**config.mk**
```make
export PLATFORM = sky130hd
export DESIGN_NAME = pgm_multi
export DESIGN_NICKNAME = d
export VERILOG_FILES = /design/src/rtl/pgm_multi.sv
export SDC_FILE = /design/constraint.sdc
export NUM_CORES = 1
export LEC_CHECK = 0
export ABC_CLOCK_PERIOD_IN_PS = 5000
export CORE_UTILIZATION = 59
export CTS_CLUSTER_SIZE = 8
export DETAILED_ROUTE_END_ITERATION = 12
export PLACE_DENSITY = 0.78
export SLEW_MARGIN = 25
export SYNTH_ARGS = -nofsm -noshare
export SYNTH_HDL_FRONTEND = slang
export SYNTH_SLANG_ARGS = --single-unit
export TNS_END_PERCENT = 50
```
**constraint.sdc**
```tcl
create_clock -name CLK -period 5 [get_ports CLK]
set_input_delay 1 -clock CLK [delete_from_list [all_inputs] [get_ports CLK]]
set_output_delay 1 -clock CLK [all_outputs]
set_load 0.05 [all_outputs]
```
**src/rtl/pgm_multi.sv**
```systemverilog
// pgm_multi: N-player card-game controller. Deals an initial card to every
// player, then runs hit rounds driven by the MORE draw mask until at most
// one player survives or nobody asks for a card, and reports the winner.
// Every card is streamed on OUT_VALID/PLAYER/CARD. The game result appears
// on END_VALID/WIN/SUM. After the result the block returns to idle.
// Optional feature: define PGM_DEALER_EN to make player NPLAYER-1 a dealer
// that draws automatically up to DEALER_STAND before the result.
module pgm_multi #(
  parameter int          NPLAYER      = 3,
  parameter int          MAXH         = 10,
  parameter int          CARD_MAX     = 8,
  parameter logic [15:0] SEED         = 16'hACE1,
  parameter int          DEALER_STAND = 7,
  localparam int         HW           = $clog2(MAXH + CARD_MAX + 1)
) (
  input  logic               CLK,
  input  logic               RESET_N,
  input  logic               IN_VALID,
  input  logic               BUTTON,
  input  logic [NPLAYER-1:0] MORE,
  output logic               OUT_VALID,
  output logic [1:0]         PLAYER,
  output logic [3:0]         CARD,
  output logic               END_VALID,
  output logic [2:0]         WIN,
  output logic [HW-1:0]      SUM
);

  localparam logic [HW-1:0] MAXH_W  = HW'(MAXH);
  localparam logic [HW-1:0] STAND_W = HW'(DEALER_STAND);
  localparam logic [2:0]    NO_WIN  = 3'(NPLAYER);

  typedef enum logic [2:0] {
    S_IDLE,
    S_DEAL,
    S_CHECK,
    S_WAIT,
    S_HIT,
    S_END,
`ifdef PGM_DEALER_EN
    S_DEALER,
`endif
    S_RESULT
  } state_t;

  logic               in_valid_q, button_q, button_prev_q;
  logic [NPLAYER-1:0] more_q;
  state_t             state_q, state_d;
  logic [2:0]         ptr_q, ptr_d;
  logic [NPLAYER-1:0] mask_q, mask_d;
  logic [15:0]        lfsr_q, lfsr_d;
  logic [HW-1:0]      hand_q [NPLAYER];
  logic [HW-1:0]      hand_d [NPLAYER];
  logic               out_valid_q, out_valid_d;
  logic [1:0]         player_q, player_d;
  logic [3:0]         card_q, card_d;
  logic               end_valid_q, end_valid_d;
  logic [2:0]         win_q, win_d;
  logic [HW-1:0]      sum_q, sum_d;

  logic               cmd;
  logic [3:0]         card_val;
  logic [NPLAYER-1:0] busted, eff_mask, low_src, low_bit;
  logic [1:0]         low_idx, deal_idx;
  logic               deal_en;
  logic [2:0]         n_alive, win_idx;
  logic [HW-1:0]      best;
  logic               found, tie;

  // A command is a fresh rising edge of the registered button while valid.
  assign cmd = in_valid_q & button_q & ~button_prev_q;

  // Galois LFSR (taps 16,14,13,11) free-runs; card is drawn from its state.
  always_comb begin
    lfsr_d   = {1'b0, lfsr_q[15:1]} ^ (lfsr_q[0] ? 16'hB400 : 16'h0000);
    card_val = 4'(lfsr_q % 16'(CARD_MAX)) + 4'd1;
  end

  // Per-player bust flags, survivor count and the effective draw mask.
  always_comb begin
    n_alive = '0;
    for (int i = 0; i < NPLAYER; i++) begin
      busted[i] = hand_q[i] > MAXH_W;
      if (!busted[i]) n_alive = n_alive + 3'd1;
    end
    eff_mask = more_q & ~busted;
`ifdef PGM_DEALER_EN
    eff_mask[NPLAYER-1] = 1'b0;
`endif
  end

  // Lowest pending player of the hit mask (fresh mask in WAIT, latched in HIT).
  always_comb begin
    low_src = (state_q == S_WAIT) ? eff_mask : mask_q;
    low_idx = '0;
    for (int i = NPLAYER - 1; i >= 0; i--) begin
      if (low_src[i]) low_idx = 2'(i);
    end
    low_bit = NPLAYER'(1) << low_idx;
  end

  // Unique highest hand among surviving players; ties or no survivor -> none.
  always_comb begin
    best    = '0;
    win_idx = NO_WIN;
    found   = 1'b0;
    tie     = 1'b0;
    for (int i = 0; i < NPLAYER; i++) begin
      if (!busted[i]) begin
        if (!found || hand_q[i] > best) begin
          best    = hand_q[i];
          win_idx = 3'(i);
          found   = 1'b1;
          tie     = 1'b0;
        end else if (hand_q[i] == best) begin
          tie = 1'b1;
        end
      end
    end
    if (!found || tie) begin
      best    = '0;
      win_idx = NO_WIN;
    end
  end

  // Next-state logic; a card is dealt on every edge that enters or stays in a
  // dealing state, so each card is visible while the FSM sits in that state.
  always_comb begin
    // NOTE: every combinational output gets a default first so no path leaves
    // it unassigned, which would otherwise infer a latch.
    state_d  = state_q;
    ptr_d    = ptr_q;
    mask_d   = mask_q;
    deal_en  = 1'b0;
    deal_idx = '0;
    unique case (state_q)
      S_IDLE: begin
        if (cmd) begin
          state_d = S_DEAL;
          deal_en = 1'b1;
          ptr_d   = 3'd1;
        end
      end
      S_DEAL: begin
        if (ptr_q == 3'(NPLAYER)) begin
          state_d = S_CHECK;
        end else begin
          deal_en  = 1'b1;
          deal_idx = ptr_q[1:0];
          ptr_d    = ptr_q + 3'd1;
        end
      end
      S_CHECK: state_d = (n_alive <= 3'd1) ? S_RESULT : S_WAIT;
      S_WAIT: begin
        if (cmd) begin
          if (eff_mask == '0) begin
            state_d = S_END;
          end else begin
            state_d  = S_HIT;
            deal_en  = 1'b1;
            deal_idx = low_idx;
            mask_d   = eff_mask & ~low_bit;
          end
        end
      end
      S_HIT: begin
        if (mask_q == '0) begin
          state_d = S_CHECK;
        end else begin
          deal_en  = 1'b1;
          deal_idx = low_idx;
          mask_d   = mask_q & ~low_bit;
        end
      end
`ifdef PGM_DEALER_EN
      S_END:    state_d = S_DEALER;
      S_DEALER: begin
        if (!busted[NPLAYER-1] && hand_q[NPLAYER-1] < STAND_W) begin
          deal_en  = 1'b1;
          deal_idx = 2'(NPLAYER - 1);
        end else begin
          state_d = S_RESULT;
        end
      end
`else
      S_END:    state_d = S_RESULT;
`endif
      S_RESULT: state_d = S_IDLE;
      default:  state_d = S_IDLE;
    endcase
  end

  // Hand updates, card stream and result registers.
  always_comb begin
    for (int i = 0; i < NPLAYER; i++) begin
      hand_d[i] = hand_q[i];
      if (state_d == S_IDLE) begin
        hand_d[i] = '0;
      end else if (deal_en && deal_idx == 2'(i)) begin
        hand_d[i] = hand_q[i] + HW'(card_val);
      end
    end
    out_valid_d = deal_en;
    player_d    = deal_en ? deal_idx : player_q;
    card_d      = deal_en ? card_val : 4'd0;
    end_valid_d = (state_d == S_RESULT);
    win_d       = end_valid_d ? win_idx : win_q;
    sum_d       = end_valid_d ? best : sum_q;
  end

  // State and datapath registers; reset takes effect at once, even mid-game.
  always_ff @(posedge CLK or negedge RESET_N) begin
    if (!RESET_N) begin
      in_valid_q    <= 1'b0;
      button_q      <= 1'b0;
      button_prev_q <= 1'b0;
      more_q        <= '0;
      state_q       <= S_IDLE;
      ptr_q         <= '0;
      mask_q        <= '0;
      lfsr_q        <= SEED;
      // NOTE: the hands are a handful of flops, not a RAM, so they take reset
      // like any other state and a reset mid-game leaves no stale score.
      for (int i = 0; i < NPLAYER; i++) hand_q[i] <= '0;
      out_valid_q   <= 1'b0;
      player_q      <= '0;
      card_q        <= '0;
      end_valid_q   <= 1'b0;
      win_q         <= NO_WIN;
      sum_q         <= '0;
    end else begin
      // NOTE: non-blocking assignments make every flop sample pre-edge values,
      // so the order of these lines does not matter.
      in_valid_q    <= IN_VALID;
      button_q      <= BUTTON;
      button_prev_q <= button_q;
      more_q        <= MORE;
      state_q       <= state_d;
      ptr_q         <= ptr_d;
      mask_q        <= mask_d;
      lfsr_q        <= lfsr_d;
      for (int i = 0; i < NPLAYER; i++) hand_q[i] <= hand_d[i];
      out_valid_q   <= out_valid_d;
      player_q      <= player_d;
      card_q        <= card_d;
      end_valid_q   <= end_valid_d;
      win_q         <= win_d;
      sum_q         <= sum_d;
    end
  end

  assign OUT_VALID = out_valid_q;
  assign PLAYER    = player_q;
  assign CARD      = card_q;
  assign END_VALID = end_valid_q;
  assign WIN       = win_q;
  assign SUM       = sum_q;

endmodule
```
==> results.cfg, run 1 <==
[critical_path]
start_kind = flip-flop
cp.arrival_ns = 4.52
reg2reg_depth = 17
crit_family = compound AO/OA/AOI/OAI gates
path_class = reg2reg
cp_common_cell = and3_1
cp_slowest_cell = nor3_1
reg2reg_to = SUM[3]
cp_max_fo = 7
worst_path_largest_cell_delay_ns = 0.48
r2r_start = hand_q[12]
required_ns = 5.29
worstPathCellList = a21o_1 -> a21oi_2 -> nand2_1 -> ha_1 -> and3_1 -> nand3_1 -> and2_1 -> a21oi_1 -> a22o_1 -> inv_1 -> ha_1 -> and3_1 -> and3_1 -> a21oi_1 -> o21a_1 -> nor3_1 -> a221o_1
crit_path_end_kind = flip-flop
cp_num_buf_inv = 1
reg2reg_slack_ns = 0.78

[cells_and_area]
area.growth.synth_to_final_pct = 13.05
layout_common_cells = dfrtp_1 (51), ha_1 (27), inv_1 (23), clkdlybuf4s50_1 (20), a21oi_1 (18)
num_antenna_cells = 0
utilization_pct = 69.24
drive_gt1_share_pct = 12.43
final_net_count = 371
final_common_cell = dfrtp_1

[logic_synthesis]
yosysUniqueCellTypes = 62
ys.flop_type = dfrtp_1
yosys.area.top_type_share_pct = 37.61
ys_seq_elements = 61
async_reset_ff_share_pct = 100.0
synth_seq_area_share_pct = 45.35
synthCells = 307
syn_area_per_cell_sq_um = 11.05
yosys_warnings = 0
yosys-top-cells-area = dfrtp_1 (38%), ha_1 (10%), dfstp_2 (7.7%), a21oi_1 (2.7%), a22o_1 (2.6%)
synth_edf_count = 0
syn_area_sq_um = 3393
synth_top_area_cell = dfrtp_1

[clocking]
cts_max_path_buffers = 2
cts.sinks = 61
cts_tree = built
htreeDepth = 3
post-cts-setup-buffers = 0
clk_pin_slew_ns = 0.07
cts_resized = 0
cts_buffers = 9
hold_buffers = 0
cts-root-buf = clkbuf_8
clkLatencyLatePin_ns = 0.35

[floorplan]
row_count = 27
core_sq_um = 5540
pin_count = 23
die_area_sq_um = 6058
die_w_um = 77.84
fp.dieH_um = 77.84
start_util_pct = 61.25

[min_path]
hold_end = lfsr_q[7]
hp-start = lfsr_q[8]
hold_path_depth = 0
hold_path_class = reg2reg

[power]
p_int_mw = 1.209
p_per_area_nw_per_um2 = 551.6
pwr-share-comb_pct = 45.1
p_leak_nw = 1.847
swShare_pct = 42.85
clkPwrFrac_pct = 20.9
worst_ir_drop_vdd_mv = 0.3929
switchingPower_uw = 906.6
p_seq_share_pct = 34.0

[sta]
rsz0062_at_grt = false
drv_slew = 0
finalSetupTns_ns = 0
finalCritPeriodShare_pct = 84.50
setup_violations = 0
fmax_ghz = 0.2367
min_period_ns = 4.225
fin_worst_skew_ns = 0.006698
max-slew-margin-rel_pct = 49.18
report.final.hold_viol_count = 0
worst_pin_slew_ns = 0.7623

[route]
ant_nets = 0
post_drt_via_cell_ratio = 5.924
first_pass_iters = 4
first_iter_violations = 139
num_vias = 2429
routed_wl_um = 6918
wl_per_cell_um = 16.87
drc = 0

[job]
drv_cap = 0

[global_route]
grt_first_pass_wirelength_um = 11520
grt_use_total_pct = 25.52
grt_max_degree = 62
antenna_found_initial = 0
grt_overflow_total = 0
grt_pass1_vias = 2365

[placement]
routabilityCongestion = 0.8765
place.port_buffers = 21
dp_hpwl_um = 4902

[outcome]
status = completed
-- synth_stat cells (all sizes together) (5+ instances only) --
library cell and instances:
dfrtp 51, ha 27, inv 23, a21oi 20
nand2 14, nor2 11, o21ai 11, a22o 10
and3 10, dfstp 10, a21o 8, nand3 8
nor2b 8, xor2 8, and2 7, nand2b 6
a221o 5, buf 5, o211ai 5
-- power by group through the flow --
stage	clock network (mW)	registers [mW]	logic, mW
after floorplan	0	0.807	0.636
after global placement	0	0.722	0.909
after detailed placement	0	0.727	0.940
after CTS	0.458	0.718	0.950
after global routing	0.473	0.738	1.04
final	0.443	0.720	0.953
-- state kept, by name, indices dropped and copies added (netlist names) --
name,count
lfsr_q,16
hand_q,15
SUM,5
CARD,4
mask_q,3
more_q,3
ptr_q,3
state_q,3
PLAYER,2
WIN,2
END_VALID,1
OUT_VALID,1
button_prev_q,1
button_q,1
in_valid_q,1
-- cell type report --
type,instances,area (sq um)
multi-input combinational,216,1710
clock buffer,9,123.9
timing repair buffer,22,212.7
tap,72,90.09
sequential,61,1539
fill,440,1704
inverter,23,86.33
clock inverter,7,73.82
-- worst register-to-register path, stage by stage, from the launching register on --
cell and delay (ns):
dfrtp_1 0.44, a21o_1 0.21, a21oi_2 0.33, nand2_1 0.12, ha_1 0.33, and3_1 0.18
nand3_1 0.10, and2_1 0.18, a21oi_1 0.29, a22o_1 0.22, inv_1 0.05, ha_1 0.31
and3_1 0.19, and3_1 0.19, a21oi_1 0.05, o21a_1 0.24, nor3_1 0.48, a221o_1 0.23
-- per-stage QoR --
step	instances	area (sq um)	setup WS [ns]	total power [mW]	hold slack, ns
detailed placement	394	3638	0.8996	1.666	0.3383
global placement	394	3638	1.095	1.632	0.3346
global route	410	3836	0.5086	2.255	0.3640
floorplan	308	3397	1.381	1.442	0.3312
CTS	410	3836	0.8298	2.126	0.3565
finish	410	3836	0.7752	2.116	0.3570
-- kinds of logic after synthesis --
logic type,count (synthesis),synth area share [%]
other,2,0.2213
AOI/OAI and AO/OA,87,20.02
DFF,61,45.35
muxes,2,0.5900
xor gates and xnor gates,11,2.839
adders and majority gates,31,12.32
buffers and inverters,31,4.351
and+or+nand+nor,82,14.31
-- metal layers --
metal | up-vias | wire [um] | GRT usage, %
met2 | 55 | 3314 | 40.09
li1 | 1160 | - | -
met3 | 17 | 252 | 4.235
met1 | 1197 | 3158 | 33.64
met5 | - | 0 | 0
met4 | 0 | 193 | 14.15
-- how the worst max path moves through the flow --
stage / depth (start not counted) / startpoint / slack (ns) / end
floorplan: 17 / hand_q[10] / 1.38 / SUM[0]
global placement: 17 / hand_q[11] / 1.10 / SUM[0]
detailed placement: 17 / hand_q[11] / 0.90 / SUM[3]
CTS: 17 / hand_q[11] / 0.83 / SUM[3]
global route: 17 / hand_q[12] / 0.51 / SUM[2]
finish: 17 / hand_q[12] / 0.78 / SUM[3]
Power figures use the tool's default switching activity.
==> inputs of run 2 (changes only) <==
- ABC_CLOCK_PERIOD_IN_PS: 5000 -> 3800
- CORE_UTILIZATION: 59 -> 53
- PLACE_DENSITY: 0.78 -> 0.74
- clock period: 5 -> 3.8 ns (I/O delays scaled with it)
==> run 2 against run 1 <==
Die area increased by 11%. Via count increased by 3.9%. Sequential share of layout area decreased by 3.1 points. Global-route usage decreased by 0.57 points. Critical path depth increased by 1. Routed wire length increased by 13%. Clock skew increased by 0.0076 ns. First-iteration DRC count increased by 2.2%. Sequential power increased by 30%. Cell count increased by 3.9%. Critical endpoint unchanged. Largest cell class unchanged. Largest power group unchanged.
==> results.cfg, run 2 (synthesis results as in run 1) <==
[floorplan]
die_area_sq_um = 6726
die_w_um = 82.02
fp.dieH_um = 82.02
row_count = 28
core_sq_um = 6061
start_util_pct = 55.99
pin_count = 23

[cells_and_area]
drive_gt1_share_pct = 22.51
area.growth.synth_to_final_pct = 22.38
utilization_pct = 68.52
nFillCells = 455
regMostFlops = lfsr_q
final_net_count = 384
layout_common_cells = dfrtp_1 (51), ha_1 (22), inv_1 (21), clkdlybuf4s50_1 (20), nand2_1 (13)
num_antenna_cells = 0
seqCellArea_sq_um = 1539
multi_input_comb_area_sq_um = 1871
final_common_cell = dfrtp_1
largest_reg_flops = 16

[power]
p_seq_share_pct = 29.0
pwr-share-comb_pct = 48.8
worst_ir_drop_vdd_mv = 0.4760
p_per_area_nw_per_um2 = 779.6
switchingPower_mw = 1.320
p_leak_nw = 1.964
swShare_pct = 40.78
clkPwrFrac_pct = 22.3
p_int_mw = 1.917
power_mw = 3.237

[route]
routed_wl_um = 7785
drc = 0
wl_per_cell_um = 18.27
post_drt_via_cell_ratio = 5.925
first_pass_iters = 5
first_iter_violations = 142
num_vias = 2524
ant_nets = 0

[sta]
max-slew-margin-rel_pct = 53.40
drv_slew = 0
setup_violations = 0
worst_pin_slew_ns = 0.6989
report.final.hold_viol_count = 0
min_period_ns = 3.785
finalCritPeriodShare_pct = 99.60
fin_ws_ns = 0.01502
fin_worst_skew_ns = 0.01431
fmax_ghz = 0.2642
rsz0062_at_grt = true

[critical_path]
crit_family = compound AO/OA/AOI/OAI gates
cp_num_buf_inv = 2
required_ns = 4.03
crit_path_end_kind = flip-flop
worst_path_largest_cell_delay_ns = 0.38
cp.arrival_ns = 4.01
cp_common_cell = and3_4
start_kind = flip-flop
cp_max_fo = 5
worstPathCellList = a21o_1 -> a21oi_4 -> nand2_1 -> ha_4 -> and3_4 -> nand3_1 -> and2_4 -> a21oi_4 -> a22o_1 -> inv_2 -> ha_4 -> and3_4 -> and3_4 -> a21oi_2 -> o21a_1 -> buf_6 -> and3_1 -> a221o_1
cp_slowest_cell = dfrtp_1
path_class = reg2reg

[global_route]
antenna_found_initial = 0
grt_max_degree = 32
grt_overflow_total = 0
grt_first_pass_wirelength_um = 12280
grt_pass1_vias = 2587
grt_use_total_pct = 24.96

[clocking]
cts-root-buf = clkbuf_8
cts_max_path_buffers = 2
cts.sinks = 61
clkLatencyLatePin_ns = 0.35
cts_tree = built
clk_pin_slew_ns = 0.08
hold_buffers = 0
cts_buffers = 9
htreeDepth = 3

[job]
drv_cap = 0

[outcome]
status = completed

[placement]
place.port_buffers = 21
place_worst_setup_slack_ns = -0.09562
dp_hpwl_um = 5302
routabilityCongestion = 0.8551

[min_path]
hold_path_class = reg2reg
-- run 2: routing by layer --
| layer | routed length (um) | vias up | track usage [%] |
|---|---|---|---|
| li1 | - | 1188 | - |
| met1 | 3402 | 1241 | 31.36 |
| met2 | 3826 | 73 | 41.32 |
| met3 | 346 | 22 | 5.667 |
| met4 | 209 | 0 | 10.00 |
| met5 | 0 | - | 0 |
-- run 2: area by class of cell --
type | count | area share (%)
clock buffer | 9 | 2.983
clock inverter | 7 | 2.923
inverter | 23 | 2.079
multi-input combinational | 216 | 45.04
sequential | 61 | 37.06
tap | 75 | 2.260
timing repair buffer | 35 | 7.653
-- run 2: power by group through the flow --
stage | combinational, mW | sequential [mW] | clock [mW]
6_report | 1.58 | 0.938 | 0.720
5_1_grt | 1.72 | 0.960 | 0.756
4_1_cts | 1.33 | 0.932 | 0.731
3_5_place_dp | 1.29 | 0.942 | 0
3_3_place_gp | 1.25 | 0.938 | 0
2_1_floorplan | 0.837 | 1.06 | 0
-- run 2: repair_timing --
action | CTS | global route
setup buffers | 2 | 5
gates resized for setup | 2 | 30
pin swaps | 3 | 17
endpoints found under the setup margin | 4 | 6
cloned | 0 | 0
-- run 2: path summary, 6_finish.rpt --
path / from / cells after the start / to / slack [ns]
worst max-delay path: hand_q[10] / 18 / SUM[3] / 0.02
worst min-delay path: lfsr_q[12] / 0 / lfsr_q[11] / 0.35
worst min register to register: lfsr_q[12] / 0 / lfsr_q[11] / 0.35
max in group asynchronous: RESET_N / 2 / lfsr_q[13] / 2.45
min in group asynchronous: RESET_N / 1 / hand_q[7] / 0.46
worst max register to register: hand_q[10] / 18 / SUM[3] / 0.02
-- run 2: through the flow --
stage / hold slack, ns / area (sq um) / std cells / setup TNS [ns]
final: 0.3530 / 4153 / 426 / 0
after CTS: 0.3583 / 3966 / 422 / 0
after floorplan: 0.3312 / 3397 / 308 / 0
after global placement: 0.3376 / 3695 / 404 / 0
after global routing: 0.3601 / 4153 / 426 / -0.4763
after detailed placement: 0.3380 / 3695 / 404 / -0.3507
==> inputs of run 3 (changes only) <==
- ABC_AREA: unset -> 0
==> results of run 3 <==
The final DEF is identical to that of run 2; final timing and power are the same.
==> edit: new RTL, flow settings as in run 3 <==
`NPLAYER`: 3 -> 6.
--- a/src/rtl/pgm_multi.sv
+++ b/src/rtl/pgm_multi.sv
@@ -8,3 +8,3 @@
 module pgm_multi #(
-  parameter int          NPLAYER      = 3,
+  parameter int          NPLAYER      = 6,
   parameter int          MAXH         = 10,
Ports: changed (resized MORE); port bits go from 23 to 26. The function was not compared with the original's and may differ.
==> edit against run 3 <==
The run now ends with setup timing left; synthesized area rose by 69%; sequential share of layout area fell by 11 points; clock power fell by 10%; synthesized cell count rose by 95%; count of clock-buffer cells in the layout rose by 1; routed wire length rose to 2.6 times the old value; first-iteration DRC count rose to 3.7 times the old value; clock skew rose by 0.0071 ns; sequential cell count rose by 22; total power rose by 130%; cell count rose by 120%; design area rose by 95%; setup slack got worse by 3.9 ns.
==> edit: results (changes against run 3) <==
| Metric | Value |
|---|---|
| Status | `finished with violations` |
| Failing checks | `setup timing` |
| Hold EP | `lfsr_q[3]` |
| DR WL met2 | `9520 um (+150%)` |
| Final Worst Setup Slack | `-3.90 ns (-3.91 ns)` |
| Largest stage delay on the critical path | `0.42 ns (+0.04 ns)` |
| Vias in the first global route | `5801 (+120%)` |
| Post-CTS setup buffer count | `47 (+45)` |
| P_sw | `3330 uW (+150%)` |
| Reg2Reg Launch Point | `hand_q[28]` |
| M1 WL | `7790 um (+130%)` |
| Power Combinational | `5430 uW (+240%)` |
| Adder-cell share of the synthesized area | `14.8% (+2.5 points)` |
| Pwr Total | `7330 uW (+130%)` |
| Largest net degree at the start of global routing | `71 (+120%)` |
| Cell Area, Placed | `7000 um^2 (+89%)` |
| Port bufs | `25 (+19%)` |
| Reg2Reg Depth | `38 (+20)` |
| Pre-CTS WS | `-3.75 ns (-3.65 ns)` |
| Placed cell count | `843 (+110%)` |
| WL met3 | `1500 um (+330%)` |
| Met3 Resource Use GR | `8.53% (+2.9 points)` |
| Pleak | `0.00391 uW (+99%)` |
| Worst-Skew Late Latency | `0.40 ns (+0.05 ns)` |
| 1st-iter DRT viols | `521 (+270%)` |
| Post-synthesis cell count | `599 (+95%)` |
| Total GRT Usage | `34.8% (+9.9 points)` |
| Seq/Total Area, Yosys | `36.5% (-8.8 points)` |
| M2 GR Usage | `60.1% (+19 points)` |
| First-pass GRT wire length | `29500 um (+140%)` |
| Min Hold Slack | `0.356 ns (+0.00260 ns)` |
| HPWL Detailed | `12000 um (+130%)` |
| Critical path arrival | `7.99 ns (+3.98 ns)` |
| Clock skew | `0.0215 ns (+0.00714 ns)` |
| Commonest cells in the netlist | `73 x dfrtp_1, 58 x ha_1, 48 x nand2_1, 47 x inv_1, 42 x nor2_1` |
| Layout area overhead | `41.9%` |
| Total wire length | `20000 um (+160%)` |
| Synth unique cells | `77 (+24%)` |
| Placer Congestion | `0.939 (+9.8%)` |
| Worst slew pin tran | `0.914 ns (+0.215 ns)` |
| Fillers | `650 (+43%)` |
| Final #Nets | `853 (+120%)` |
| Peak supply drop | `744 uV (+56%)` |
| FF-to-FF End | `SUM[2]` |
| PostCTS Resize Cnt | `27 (+25)` |
| Total negative setup slack | `-60.92 ns (-60.92 ns)` |
| Final setup fails | `41 (+41)` |
| Synth top area cells | `dfrtp_1 32%, ha_1 13%, dfstp_2 4.6%, a21oi_1 3.5%, nand2_1 3.2%` |
| Compound-Gate Fraction of Synth Area | `21.3% (+1.3 points)` |
| Share of cells above drive strength 1 | `36.7% (+14 points)` |
| Met1 usage | `39.7% (+8.4 points)` |
| Synth Area in XOR/XNOR | `3.61% (+0.77 points)` |
edit: cell types whose count changed after synthesis, sizes merged, moves of 22 or more:
cell / change
a21oi: +22
dfrtp: +22
ha: +31
inv: +24
nand2: +35
nor2: +31
edit: worst max path at each step:
stage | start | to | slack (ns) | cells past startpoint
floorplan | hand_q[28] | SUM[2] | -3.58 | 39
global placement | hand_q[28] | SUM[1] | -3.50 | 36
detailed placement | hand_q[28] | SUM[2] | -3.75 | 37
CTS | hand_q[28] | SUM[2] | -3.49 | 37
global route | hand_q[28] | SUM[2] | -4.18 | 38
finish | hand_q[28] | SUM[2] | -3.90 | 38
edit: layout make-up:
type | count | area share, %
Multi-Input combinational cell | 460 | 49.0
Sequential cell | 83 | 25.8
Timing Repair Buffer | 178 | 18.5
Inverter | 47 | 2.25
Tap cell | 136 | 2.10
Clock buffer | 10 | 1.70
Clock inverter | 6 | 0.586
